--- config.mk ---
export PLATFORM = sky130hd
export DESIGN_NAME = stopwatch_ctrl
export DESIGN_NICKNAME = d
export VERILOG_FILES = /design/src/rtl/stopwatch_ctrl.sv
export SDC_FILE = /design/constraint.sdc
export NUM_CORES = 1
export LEC_CHECK = 0
export BUFFER_PORTS_ARGS = -buffer_cell sky130_fd_sc_hd__buf_2
export CAP_MARGIN = 10
export CORE_MARGIN = 2
export CORE_UTILIZATION = 30
export CTS_BUF_LIST = sky130_fd_sc_hd__clkbuf_8
export CTS_CLUSTER_DIAMETER = 100
export DETAILED_ROUTE_END_ITERATION = 6
export SLEW_MARGIN = 20
export SYNTH_ARGS = -nofsm -noshare
export SYNTH_HDL_FRONTEND = slang
export SYNTH_SLANG_ARGS = --single-unit
export TNS_END_PERCENT = 10
--- constraint.sdc ---
create_clock -name clock -period 3.9 [get_ports clock]
set_input_delay 0.585 -clock clock [delete_from_list [all_inputs] [get_ports clock]]
set_output_delay 0.585 -clock clock [all_outputs]
set_load 0.02 [all_outputs]
--- src/rtl/stopwatch_ctrl.sv ---
// rtl/stopwatch_ctrl.sv - stopwatch sequencing FSM, button conditioning and tick prescaler (optional debounce: STOPWATCH_DEBOUNCE_EN)
module stopwatch_ctrl #(
    parameter int unsigned CLK_HZ          = 100_000_000,
    parameter int unsigned TICK_HZ         = 100,
    parameter int unsigned DEBOUNCE_CYCLES = 1_000_000
) (
    input  logic        clock,
    input  logic        reset,
    input  logic        btn_start_stop,
    input  logic        btn_reset,
    input  logic [1:0]  mode_sel,
    input  logic [3:0]  init_val_one,
    input  logic [3:0]  init_val_two,
    input  logic [3:0]  digit0,
    input  logic [3:0]  digit1,
    input  logic [3:0]  digit2,
    input  logic [3:0]  digit3,
    output logic        count_tick,
    output logic        count_dir,
    output logic        load,
    output logic [15:0] load_value,
    output logic        run,
    output logic        done,
    output logic [1:0]  state
);
    localparam int unsigned TICK_DIV = CLK_HZ / TICK_HZ;
    localparam int unsigned PW = (TICK_DIV > 1) ? $clog2(TICK_DIV) : 1;
    localparam logic [PW-1:0] PRESC_LAST = PW'(TICK_DIV - 1);

    typedef enum logic [1:0] {
        IDLE  = 2'b00,
        RUN   = 2'b01,
        PAUSE = 2'b10,
        DONE  = 2'b11
    } state_t;

    // bit 1 = reset button, bit 0 = start/stop button
    logic [1:0] btn_raw, sync1, sync2, lvl, lvl_q, ev;
    logic       ss_ev, rst_ev;

    assign btn_raw = {btn_reset, btn_start_stop};
    assign ss_ev   = ev[0];
    assign rst_ev  = ev[1];

    // two-flop synchronizer for both raw buttons
    always_ff @(posedge clock) begin
        if (reset) begin
            sync1 <= '0;
            sync2 <= '0;
        end else begin
            sync1 <= btn_raw;
            sync2 <= sync1;
        end
    end

`ifdef STOPWATCH_DEBOUNCE_EN
    localparam int unsigned DW = $clog2(DEBOUNCE_CYCLES + 1);
    localparam logic [DW-1:0] DB_LAST = DW'(DEBOUNCE_CYCLES - 1);

    logic [DW-1:0] db_cnt [2];
    logic [1:0]    db_lvl;

    // a new level is accepted only after it has held for DEBOUNCE_CYCLES cycles
    always_ff @(posedge clock) begin
        if (reset) begin
            db_lvl    <= '0;
            db_cnt[0] <= '0;
            db_cnt[1] <= '0;
        end else begin
            for (int i = 0; i < 2; i++) begin
                if (sync2[i] == db_lvl[i]) begin
                    db_cnt[i] <= '0;
                end else if (db_cnt[i] == DB_LAST) begin
                    db_lvl[i] <= sync2[i];
                    db_cnt[i] <= '0;
                end else begin
                    db_cnt[i] <= db_cnt[i] + 1'b1;
                end
            end
        end
    end

    assign lvl = db_lvl;
`else
    assign lvl = sync2;
`endif

    // registered rising-edge detector: one single-cycle event per press
    always_ff @(posedge clock) begin
        if (reset) begin
            lvl_q <= '0;
            ev    <= '0;
        end else begin
            lvl_q <= lvl;
            ev    <= lvl & ~lvl_q;
        end
    end

    function automatic logic [3:0] clamp_bcd(input logic [3:0] v);
        return (v > 4'd9) ? 4'd9 : v;
    endfunction

    logic [15:0] sel_value;

    // preset selected by the live mode switch, captured only on a load
    always_comb begin
        case (mode_sel)
            2'b00:   sel_value = 16'h0000;
            2'b10:   sel_value = 16'h9999;
            default: sel_value = {clamp_bcd(init_val_two), clamp_bcd(init_val_one), 8'h00};
        endcase
    end

    state_t        state_q;
    logic [PW-1:0] presc;
    logic [1:0]    mode_q;
    logic [15:0]   value_q;
    logic          boot_q, load_q, tick_q, run_q, done_q;
    logic          boot, terminal;

    // boot_q survives reset so the first cycle after release carries the initial load
    assign boot     = boot_q & ~reset;
    assign terminal = mode_q[1] ? ({digit3, digit2, digit1, digit0} == 16'h0000)
                                : ({digit3, digit2, digit1, digit0} == 16'h9999);

    // main sequencer: loads, run/pause/done transitions and tick prescaler
    always_ff @(posedge clock) begin
        if (reset) begin
            state_q <= IDLE;
            presc   <= '0;
            mode_q  <= 2'b00;
            value_q <= 16'h0000;
            boot_q  <= 1'b1;
            load_q  <= 1'b0;
            tick_q  <= 1'b0;
            run_q   <= 1'b0;
            done_q  <= 1'b0;
        end else begin
            boot_q <= 1'b0;
            load_q <= 1'b0;
            tick_q <= 1'b0;
            if (boot_q) begin
                mode_q  <= mode_sel;
                value_q <= sel_value;
            end else if (rst_ev) begin
                state_q <= IDLE;
                run_q   <= 1'b0;
                done_q  <= 1'b0;
                presc   <= '0;
                load_q  <= 1'b1;
                mode_q  <= mode_sel;
                value_q <= sel_value;
            end else begin
                case (state_q)
                    IDLE: begin
                        if (ss_ev) begin
                            state_q <= RUN;
                            run_q   <= 1'b1;
                            presc   <= '0;
                        end else if (mode_sel != mode_q) begin
                            load_q  <= 1'b1;
                            mode_q  <= mode_sel;
                            value_q <= sel_value;
                        end
                    end
                    RUN: begin
                        if (ss_ev) begin
                            state_q <= PAUSE;
                            run_q   <= 1'b0;
                        end else if (presc == PRESC_LAST) begin
                            presc <= '0;
                            if (terminal) begin
                                state_q <= DONE;
                                run_q   <= 1'b0;
                                done_q  <= 1'b1;
                            end else begin
                                tick_q <= 1'b1;
                            end
                        end else begin
                            presc <= presc + 1'b1;
                        end
                    end
                    PAUSE: begin
                        if (ss_ev) begin
                            state_q <= RUN;
                            run_q   <= 1'b1;
                        end
                    end
                    default: ;
                endcase
            end
        end
    end

    assign load       = load_q | boot;
    assign load_value = boot ? sel_value : value_q;
    assign count_dir  = boot ? ~mode_sel[1] : ~mode_q[1];
    assign count_tick = tick_q;
    assign run        = run_q;
    assign done       = done_q;
    assign state      = state_q;
endmodule

==> out/metrics.cfg <==
[run_status]
outcome = completed

[synthesis]
synthArstFlopShare_pct = 0
synth_cells = 295
synth_top_area_cell = dfxtp_1
ys_warn_count = 0
synth.cell_area_um2 = 2496
avgSynthCellArea_um2 = 8.462
synth-main-ff-cell = dfxtp_1
synth_commonest_cells = 46 x dfxtp_1, 29 x nand2_1, 25 x nor2_1, 20 x a21oi_1, 19 x o21ai_0
ys_top_cells_by_area = dfxtp_1 37%, nand2_1 4.4%, a21oi_1 4.0%, o21ai_0 3.8%, nor2_1 3.8%
synth.most_common_cell = dfxtp_1
ys_ff_latch = 46
synth_top_area_share_pct = 36.89
synth_edf_count = 0
ys_seq_area_share_pct = 36.89
synth_cell_types = 59

[drt]
drc = 0
avgRoutedWirePerCell_um = 11.95
postRouteAntennaNets = 0
drt_wl_total_mm = 5.244
dr.pass1.iters = 4
drtIter0Drc = 107
vias_per_cell = 4.961
vias = 2178

[critical_path]
crit_path_max_fanout = 19
crit_path_end_kind = primary output
critical_path_class = reg -> out
critPathRequiredTime_ns = 3.31
crit_arrival_ns = 1.88
crit_path_start_kind = flop

[clocking]
holdBufCountCts = 0
root_buffer = clkbuf_8
clock_path_buffers = 2
cts_resized = 0
clock_latency_ns = 0.30
cts.sinks = 46
cts_max_level = 2
cts_tree = yes
cts.reportedPaths.clkPinSlew_ns = 0.09
cts_inserted_buffers = 5
cts_setup_buffers = 0

[run]
drv_cap = 0

[pwr]
peakVddDrop_mv = 0.1634
leakage_nw = 1.094
totalPowerFinal_uw = 968.5
power_density_nw_per_um2 = 338.3

[grt]
grt_use_total_pct = 11.87
grt_pass1_wl_mm = 8.631
grt_pass1_vias = 1925
antenna_found_initial = 0
grt_overflow = 0
grt_max_degree = 35

[sta]
slew_headroom_pct = 30.79
period_share_pct = 63.32
tns_ns = 0
setup_viol = 0
hold_viol_final = 0
rsz0062_at_grt = false
max_freq_mhz = 404.9
min_period_ns = 2.469
max_slew.worst_pin.slew_ns = 1.032
finalClockSkew_ns = 0.006903
drv_slew = 0

[floorplan]
rows = 33
start_util_pct = 30.69
design.core.area_um2 = 8134
ios = 53
die_area_um2 = 9066
die_w_um = 95.22
die-height_um = 95.22

[finish]
drive_gt1_share_pct = 25.15
finalNonFillerCells = 439
filler_cell_count = 843
fin_nets = 364
syn2layout_area_growth_pct = 14.69
n_antenna_cell = 0

[place]
port_buffers = 48
place_hpwl_mm = 3.767
dp.cells = 431
place_congestion = 0.7322

[worst_hold_path]
hold_class = reg -> reg

layer usage:
| metal | part of all wire [%] | vias to the layer above | global-route usage, % |
|---|---|---|---|
| met4 | 0.59 | 0 | 3.986 |
| li1 | - | 1112 | - |
| met1 | 48 | 1001 | 14.61 |
| met5 | 0 | - | 0 |
| met2 | 44 | 63 | 19.66 |
| met3 | 7.6 | 2 | 3.636 |
final cells by class:
type	count	area, µm²	area share (%)
clock buffers	5	68.82	2.404
clock inverters	3	43.79	1.530
inverters	9	33.78	1.180
multi-input cells	222	1416	49.48
flip-flops and latches	46	920.9	32.17
well taps	105	131.4	4.589
repair buffers	49	247.7	8.654
critical path, stage by stage, from the launching register on:
cell      delay [ns]
dfxtp_1         0.56
nand2b_1        0.44
mux2_2          0.43
buf_2           0.16
cells in the final DEF (no fill, tap or decap), types with 2 or more instances in the layout:
cell	netlist	routed
buf_2	4	48
dfxtp_1	46	46
nand2_1	29	29
nor2_1	25	25
a21oi_1	20	20
o21ai_0	19	19
nor2b_1	14	14
inv_1	9	9
nand3_1	9	9
nor4_1	8	8
mux2i_1	7	7
xnor2_1	7	7
or2_2	7	7
nand3b_1	5	5
clkbuf_8	0	5
and4_1	4	4
nand4_1	4	4
nor3_1	4	4
a22o_1	4	4
conb_1	1	4
nand2b_1	3	3
and3_1	3	3
a31oi_1	3	3
or3_1	3	3
nor4_2	3	3
nor3_2	2	2
nor4b_1	2	2
nor2_4	2	2
a21o_1	2	2
nor4_4	2	2
or4_1	2	2
registers in the layout (all words and copies together), names as in the netlist:
register	count
sync1	2
lvl_q	2
boot_q	1
done	1
load_q	1
mode_q	2
lvl	2
run	1
ev	2
presc	20
count_tick	1
value_q	9
state	2
report_power, final:
group	total [mW]	switching (mW)	internal, mW
Sequential	0.490	0.00864	0.482
Clock	0.359	0.167	0.192
Combinational	0.119	0.0714	0.0478
Total	0.969	0.247	0.722
worst paths after layout:
kind,from,to,slack (ns),cells past startpoint
max,boot_q$_DFF_P_,load_value[3],1.43,3
min,lvl_q[1]$_SDFF_PP0_,ev[1]$_SDFF_PP0_,0.39,1
max reg2reg,presc[0]$_SDFFE_PP0P_,presc[7]$_SDFFE_PP0P_,1.88,6
min reg2reg,lvl_q[1]$_SDFF_PP0_,ev[1]$_SDFF_PP0_,0.39,1
metrics by stage:
step                      utilization, %  hold slack, ns  instance area (µm²)  setup slack (ns)
after detailed placement           33.81          0.3802                 2750             1.500
after global placement             33.81          0.3783                 2750             1.510
after floorplan                        -          0.3674                 2507             1.710
after global routing               35.19          0.4246                 2863             1.241
after CTS                          35.19          0.3935                 2863             1.408
final                              35.19          0.3912                 2863             1.431
kinds of logic (layout without fill, tap and decap cells):
group | after synthesis | after routing | synth area share (%)
AO/OA/AOI/OAI | 60 | 60 | 15.09
XOR/XNOR | 8 | 8 | 2.807
adder cells (fa/ha/maj) | 1 | 1 | 0.5012
buffers and inverters | 30 | 66 | 6.817
flip-flops | 46 | 46 | 36.89
multiplexers | 8 | 8 | 3.258
other | 1 | 4 | 0.1502
AND/OR/NAND/NOR | 141 | 141 | 34.49
Power figures use the tool's default switching activity.
